**src/rtl/uart_pkg.sv**
```systemverilog
// Shared definitions for the UART transmit path: FSM state encoding,
// parity selection and serial line levels.
package uart_pkg;

    typedef enum logic [2:0] {
        IDLE   = 3'd0,
        START  = 3'd1,
        DATA   = 3'd2,
        PARITY = 3'd3,
        STOP   = 3'd4
    } tx_state_e;

    localparam logic PAR_EVEN  = 1'b0;
    localparam logic PAR_ODD   = 1'b1;
    localparam logic START_BIT = 1'b0;
    localparam logic STOP_BIT  = 1'b1;

    // data_xor is the XOR reduction of the data word
    function automatic logic parity_bit(input logic data_xor, input logic par_typ);
        logic p;
        p = data_xor;
        case (par_typ)
            PAR_EVEN: p = data_xor;
            PAR_ODD:  p = ~data_xor;
            default:  p = data_xor;
        endcase
        return p;
    endfunction

endpackage

```
**src/rtl/uart_tx_serializer.sv**
```systemverilog
// Load/shift register with bit counter; ser_bit is the data bit to put on
// the line in the next cycle, done flags the last data bit.
module uart_tx_serializer
    import uart_pkg::*;
#(
    parameter int DATA_WIDTH = 8   // must be at least 2
) (
    input  logic                  CLK,
    input  logic                  RST,
    input  logic                  load,
    input  logic                  shift_en,
    input  logic [DATA_WIDTH-1:0] data,
    output logic                  ser_bit,
    output logic                  done
);

    localparam int CNT_W = (DATA_WIDTH > 1) ? $clog2(DATA_WIDTH) : 1;
    localparam logic [CNT_W-1:0] LAST_IDX = CNT_W'(DATA_WIDTH - 1);

    logic [DATA_WIDTH-1:0] shift_q;
    logic [CNT_W-1:0]      cnt_q;

    // NOTE: the shift register is ordinary state, not a memory array, so it
    // takes the asynchronous reset like every other flop.
    always_ff @(posedge CLK or negedge RST) begin
        if (!RST) begin
            shift_q <= '0;
            cnt_q   <= '0;
        end else if (load) begin
            shift_q <= data;
            cnt_q   <= '0;
        end else if (shift_en) begin
            shift_q <= shift_q >> 1;
            cnt_q   <= done ? '0 : cnt_q + CNT_W'(1);
        end
    end

    // While shifting, the output register is loaded with the bit about to
    // move into position 0, keeping TX_OUT aligned with the counter.
    assign ser_bit = shift_en ? shift_q[1] : shift_q[0];
    assign done    = (cnt_q == LAST_IDX);

endmodule

```
**src/rtl/uart_tx.sv**
```systemverilog
// UART transmitter: start bit, LSB-first data, optional parity, stop bit,
// one CLK cycle per bit, with registered TX_OUT and Busy.
module uart_tx
    import uart_pkg::*;
#(
    parameter int DATA_WIDTH = 8
) (
    input  logic                  CLK,
    input  logic                  RST,
    input  logic [DATA_WIDTH-1:0] P_DATA,
    input  logic                  Data_Valid,
    input  logic                  PAR_EN,
    input  logic                  PAR_TYP,
    output logic                  TX_OUT,
    output logic                  Busy
);

    tx_state_e state_q, state_d;
    logic      tx_q, tx_d;
    logic      busy_q, busy_d;
    logic      par_en_q, par_bit_q;
    logic      load, shift_en, ser_bit, ser_done;

    assign load     = (state_q == IDLE) && Data_Valid;
    assign shift_en = (state_q == DATA);

    uart_tx_serializer #(.DATA_WIDTH(DATA_WIDTH)) u_serializer (
        .CLK      (CLK),
        .RST      (RST),
        .load     (load),
        .shift_en (shift_en),
        .data     (P_DATA),
        .ser_bit  (ser_bit),
        .done     (ser_done)
    );

    // NOTE: every always_comb output gets a default first, so no path through
    // the case statements can infer a latch.
    always_comb begin
        state_d = state_q;
        unique case (state_q)
            IDLE:    if (Data_Valid) state_d = START;
            START:   state_d = DATA;
            DATA:    if (ser_done) state_d = par_en_q ? PARITY : STOP;
            PARITY:  state_d = STOP;
            STOP:    state_d = IDLE;
            default: state_d = IDLE;
        endcase

        // Outputs are decoded from the next state and registered below.
        tx_d   = STOP_BIT;
        busy_d = 1'b1;
        case (state_d)
            IDLE:    busy_d = 1'b0;
            START:   tx_d   = START_BIT;
            DATA:    tx_d   = ser_bit;
            PARITY:  tx_d   = par_bit_q;
            default: tx_d   = STOP_BIT;
        endcase
    end

    // NOTE: sequential state uses non-blocking assignments so every flop
    // samples pre-edge values regardless of statement order.
    always_ff @(posedge CLK or negedge RST) begin
        if (!RST) begin
            state_q   <= IDLE;
            tx_q      <= STOP_BIT;
            busy_q    <= 1'b0;
            par_en_q  <= 1'b0;
            par_bit_q <= 1'b0;
        end else begin
            state_q <= state_d;
            tx_q    <= tx_d;
            busy_q  <= busy_d;
            if (load) begin
                par_en_q  <= PAR_EN;
                par_bit_q <= parity_bit(^P_DATA, PAR_TYP);
            end
        end
    end

    assign TX_OUT = tx_q;
    assign Busy   = busy_q;

endmodule

```
**config.mk**
```make
export PLATFORM = sky130hd
export DESIGN_NAME = uart_tx
export DESIGN_NICKNAME = d
export VERILOG_FILES = /design/src/rtl/uart_pkg.sv /design/src/rtl/uart_tx_serializer.sv /design/src/rtl/uart_tx.sv
export SDC_FILE = /design/constraint.sdc
export NUM_CORES = 1
export LEC_CHECK = 0
export CAP_MARGIN = 20
export CELL_PAD_IN_SITES_DETAIL_PLACEMENT = 2
export CELL_PAD_IN_SITES_GLOBAL_PLACEMENT = 2
export CORE_UTILIZATION = 32
export DETAILED_ROUTE_END_ITERATION = 8
export GPL_TIMING_DRIVEN = 0
export PLACE_DENSITY_LB_ADDON = 0.1
export SKIP_CTS_REPAIR_TIMING = 1
export SYNTH_ARGS = -nofsm -noshare
export SYNTH_HDL_FRONTEND = slang
export SYNTH_SLANG_ARGS = --single-unit
```
**constraint.sdc**
```tcl
create_clock -name CLK -period 1.8 [get_ports CLK]
set_input_delay 0.18 -clock CLK [delete_from_list [all_inputs] [get_ports CLK]]
set_output_delay 0.18 -clock CLK [all_outputs]
set_load 0.03 [all_outputs]
```
==> flow_metrics.tcl, run 1 <==
set metrics [dict create \
    critPathSlowestCell "dfrtp_1" \
    grt_pass1_wl_mm 3.57 \
    drc 0 \
    cp_max_fo 5 \
    syn_inst 85 \
    worstSetupStartpointType "flop" \
    area.growth.synth_to_final_pct 24.7 \
    hpwl_mm 1.53 \
    final_cell_mix "dfrtp_1, clkdlybuf4s50_1, nand2_1, o21ai_0, mux2i_1" \
    highest_layer "met4" \
    max-vdd-ir-drop_v 0.000705 \
    dpl.cell_count 129 \
    cp_top_family "simple AND/OR/NAND/NOR gates" \
    setup_viol_count_final 0 \
    io_pins 15 \
    path_cells "ha_1, ha_2, nor2b_4, o21ai_0, nor2b_1, or3_1" \
    vias 678 \
    portBuffers 14 \
    h-tree-depth 1 \
    hold_class "in -> async" \
    core_um2 2570 \
    cts_tree "done" \
    fin_crit_sh_pct 93.5 \
    synthTopCellsByArea "dfrtp_1, mux2i_1, o21ai_0" \
    synth_largest_area_cell "dfrtp_1" \
    dpl_cell_area_um2 1080 \
    clock-sinks 18 \
    dieHeight_um 55.2 \
    synth_top_area_share_pct 47.0 \
    place.gp.congestion 0.665 \
    drv_cap 0 \
    timing.critical_path.from "u_serializer.cnt_q[0]" \
    period_needed_ps 1680 \
    setup_tns_ps 0 \
    status "finished, final reports clean" \
    clk_pin_slew_worst_paths_ps 110 \
    synth-edff-count 0 \
    first_iter_violations 8 \
    max_stage_delay_ps 410 \
    fin_nets 119 \
    maxSlewHeadroom_pct 44.0 \
    antenna_found_initial 0 \
    final_hold_viol_count 0 \
    root_buffer "clkbuf_4" \
    viasPerCell 5.10 \
    synth_area_um2 906 \
    p_total_mw 1.73 \
    crit_required_ps 1980 \
    insertion_delay_ps 300 \
    syn_area_per_cell_um2 10.7 \
    r2r-start "u_serializer.cnt_q[0]" \
    crit_buf_inv 0 \
    start_util_pct 35.3 \
    wl_per_cell_um 15.3 \
    fmax_mhz 594 \
    ys_warn_count 0 \
    synth_cell_types 30 \
    row_count 18 \
    ys_seq_elements 18 \
    drt-met1-wl_um 976 \
    endpoint_kind "flop" \
    async_flop_share_pct 100 \
    yosysSeqAreaShare_pct 49.9 \
    drv_slew 0 \
    worstSetupPathType "reg -> reg" \
    grtUsageTotal_pct 14.9 \
    clockBufferDepth 2 \
    p_leak_nw 0.512 \
    cts_buffers 3 \
    final_layout_size_suffix_gt1_share_pct 12.6 \
    powerDensity_nw_per_um2 1530 \
    die_w_um 55.2 \
    layout_commonest_cell "dfrtp_1" \
    routed-wl-met2_um 978 \
    stdcell_count 133 \
    grt_pass1_vias 734 \
    wl_mm 2.04 \
    die-area_um2 3050 \
    n_antenna_cell 0 \
    grt_max_degree 19 \
    worstMarginPinSlew_ps 838 \
    arrival_ps 1860 \
    grt_overflow 0 \
    skew_ps 9.58 \
    dr.pass1.iters 2 \
    whs_ps 354 \
    stdcell_area_um2 1130 \
    syn-num-nets 100 \
    fillers 281 \
    rsz0062_at_grt "no" \
    ys.flop_type "dfrtp_1" \
    routed-wl-met3_um 52 \
    ant_nets 0 \
]
-- power breakdown --
part	leakage [nW]	internal (mW)	switching [mW]	total (mW)
Clock	0.0210	0.123	0.132	0.255
Combinational	0.267	0.366	0.396	0.762
Sequential	0.224	0.597	0.118	0.715
-- worst register-to-register path: stages, from the launching register on --
cell	delay, ps
dfrtp_1	410
ha_1	180
ha_2	220
nor2b_4	170
o21ai_0	80
nor2b_1	160
or3_1	340
-- per-layer routing --
metal / vias up / track usage, %
met3: 4 / 2.34
met5: - / 0
met2: 10 / 23.6
li1: 327 / -
met1: 337 / 20.7
met4: 0 / 5.36
-- logic make-up (layout without fill, tap and decap cells) --
| family | Yosys count | after routing | share of synthesized area, % |
|---|---|---|---|
| compound gates | 17 | 17 | 10.5 |
| xor+xnor | 7 | 7 | 8.29 |
| fa+ha+maj | 2 | 2 | 2.76 |
| buf+inv | 5 | 23 | 2.90 |
| flops | 18 | 18 | 49.9 |
| mux | 9 | 9 | 10.6 |
| simple gates | 27 | 27 | 15.1 |
-- synthesized netlist by cell type (2+ instances only) --
cell / n
nor2_1: 2
xnor2_1: 5
mux2i_1: 7
nor2b_1: 3
a21oi_1: 3
nand2b_1: 2
nand2_1: 12
o21ai_0: 9
buf_2: 3
ha_1: 2
dfrtp_1: 17
or3_1: 2
-- final timing paths --
path,depth (start not counted),slack [ps],to
max reg2reg,6,120,Busy
max in group asynchronous,1,930,u_serializer.shift_q[4]
min in group CLK,3,480,u_serializer.shift_q[3]
min reg2reg,1,520,state_q[2]
min,1,350,u_serializer.shift_q[1]
max,6,120,Busy
-- per-stage QoR --
stage,setup slack (ps),utilization [%]
global placement,25.0,42.2
global route,12.1,44.0
detailed placement,7.62,42.2
finish,117,44.0
floorplan,280,-
CTS,-17.9,43.6
-- sequential cells by signal, indices dropped and copies added, names as in the netlist --
signal,cells
u_serializer.shift_q,8
par_en_q,1
par_bit_q,1
TX_OUT,1
state_q,3
Busy,1
u_serializer.cnt_q,3
-- layout make-up --
class                           count  area (um2)  area share, %
Tap cell                           30        37.5           3.32
Multi-Input combinational cell     62         438           38.8
Buffer                              4        22.5           1.99
Inverter                            1        3.75          0.332
Timing Repair Buffer               14         140           12.4
Sequential cell                    18         452           40.0
Clock buffer                        4        36.3           3.21
Power figures use the tool's default switching activity.
==> run 2: changes to the inputs <==
--- a/config.mk
+++ b/config.mk
@@ -12,6 +12,8 @@
 export DETAILED_ROUTE_END_ITERATION = 8
 export GPL_TIMING_DRIVEN = 0
 export PLACE_DENSITY_LB_ADDON = 0.1
+export RECOVER_POWER = 25
+export REMOVE_ABC_BUFFERS = 1
 export SKIP_CTS_REPAIR_TIMING = 1
 export SYNTH_ARGS = -nofsm -noshare
 export SYNTH_HDL_FRONTEND = slang
==> run 2 against run 1 <==
  * First-iteration DRC count shrank 88%
  * Routed wire length is 2.2% lower
  * Count of clock-buffer cells in the layout unchanged
  * Critical path type unchanged
  * Largest cell class unchanged
  * Largest power group is now sequential cells
==> flow_metrics.tcl, run 2 (same netlist as run 1, synthesis figures left out) <==
set metrics [dict create \
    worstSetupPathType "reg -> reg" \
    endpoint_kind "flop" \
    drv_cap 0 \
    multiInputGateArea_um2 437 \
    grt_pass1_vias 749 \
    insertion_delay_ps 290 \
    fin_crit_sh_pct 94.3 \
    portBuffers 14 \
    worstMarginPinSlew_ps 876 \
    crit_required_ps 1990 \
    crit-reg2reg-capture "Busy" \
    drv_slew 0 \
    die_w_um 55.2 \
    final.setup.worst_slack_ps 102 \
    cp_max_fo 5 \
    wl_mm 1.99 \
    period_needed_ps 1700 \
    dp_slack_ps -183 \
    grt_pass1_wl_mm 3.51 \
    dr.pass1.iters 2 \
    io_pins 15 \
    clock-sinks 18 \
    maxSlewHeadroom_pct 41.4 \
    cp_top_family "simple AND/OR/NAND/NOR gates" \
    rrSetupSlack_ps 100 \
    largest_register_ffs 8 \
    place.gp.congestion 0.677 \
    n_antenna_cell 0 \
    final_hold_viol_count 0 \
    root_buffer "clkbuf_4" \
    seq_area_um2 452 \
    largest-register "u_serializer.shift_q" \
    row_count 18 \
    reg2reg_depth 6 \
    r2r-start "u_serializer.cnt_q[0]" \
    worstSetupStartpointType "flop" \
    critPathSlowestCell "dfrtp_1" \
    first_iter_violations 1 \
    vias 675 \
    grtUsageTotal_pct 14.8 \
    viasPerCell 5.23 \
    fmax_mhz 589 \
    antenna_found_initial 0 \
    skew_ps 1.35 \
    timing.critical_path.from "u_serializer.cnt_q[0]" \
    dieHeight_um 55.2 \
    path_cells "ha_1, ha_2, nor2b_2, o21ai_0, nor2b_1, or3_1" \
    final_cell_mix "dfrtp_1, clkdlybuf4s50_1, nand2_1, o21ai_0, mux2i_1" \
    core_um2 2570 \
    status "finished, final reports clean" \
    hold_class "in -> async" \
    setup_viol_count_final 0 \
    cts_buffers 3 \
    final_layout_size_suffix_gt1_share_pct 11.1 \
    p_total_mw 1.69 \
    hpwl_mm 1.45 \
    layout_commonest_cell "dfrtp_1" \
    ant_nets 0 \
    clk_pin_slew_worst_paths_ps 110 \
    largestRegisters "u_serializer.shift_q: 8 flops, state_q: 3 flops, u_serializer.cnt_q: 3 flops" \
    h-tree-depth 1 \
    p_leak_nw 0.495 \
    crit_buf_inv 0 \
    cts_tree "done" \
    area.growth.synth_to_final_pct 22.1 \
    clockBufferDepth 2 \
    arrival_ps 1880 \
    powerDensity_nw_per_um2 1530 \
    fillers 285 \
    max-vdd-ir-drop_v 0.000694 \
    drc 0 \
    fin_nets 115 \
    max_stage_delay_ps 380 \
    wl_per_cell_um 15.5 \
    grt_max_degree 21 \
    die-area_um2 3050 \
    start_util_pct 35.3 \
    grt_overflow 0 \
]
[run 2: changes by cell type in the layout (fill, tap and decap cells not counted), sizes merged]
cell / before / now
clkdlybuf4s50: 14 / 13
buf: 4 / 0
dlygate4sd3: 0 / 1
[run 2: routing by layer]
metal | track usage [%] | routed length (um)
met3 | 2.81 | 66
met5 | 0 | 0
met1 | 19.5 | 929
met2 | 23.4 | 983
met4 | 6.43 | 15
[run 2: how the worst max path moves through the flow]
| stage | endpoint | slack (ps) | cells after the start |
|---|---|---|---|
| after floorplan | par_en_q | 240 | 3 |
| after global placement | par_en_q | -140 | 4 |
| after detailed placement | par_en_q | -180 | 4 |
| after CTS | par_en_q | -70 | 3 |
| after global routing | Busy | -20 | 6 |
| final | Busy | 100 | 6 |
[run 2: layout make-up]
class,count,area share [%]
Inverter,1,0.339
Multi-Input combinational cell,62,39.5
Tap cell,30,3.39
Timing Repair Buffer,14,12.7
Clock buffer,4,3.28
Sequential cell,18,40.8
[run 2: report_power, final]
part | internal (mW) | switching (mW)
sequential | 0.597 | 0.142
clock | 0.123 | 0.135
combinational | 0.336 | 0.361
[run 2: stage by stage]
| step | utilization (%) | cell area (um2) | std cells | hold slack (ps) | TNS (ps) |
|---|---|---|---|---|---|
| after global routing | 43.1 | 1110 | 129 | 484 | -17.2 |
| after detailed placement | 41.3 | 1060 | 125 | 511 | -371 |
| after CTS | 42.7 | 1100 | 129 | 386 | -105 |
| final | 43.1 | 1110 | 129 | 433 | 0 |
| after global placement | 41.3 | 1060 | 125 | 494 | -236 |
| after floorplan | - | 883 | 81 | -116 | 0 |
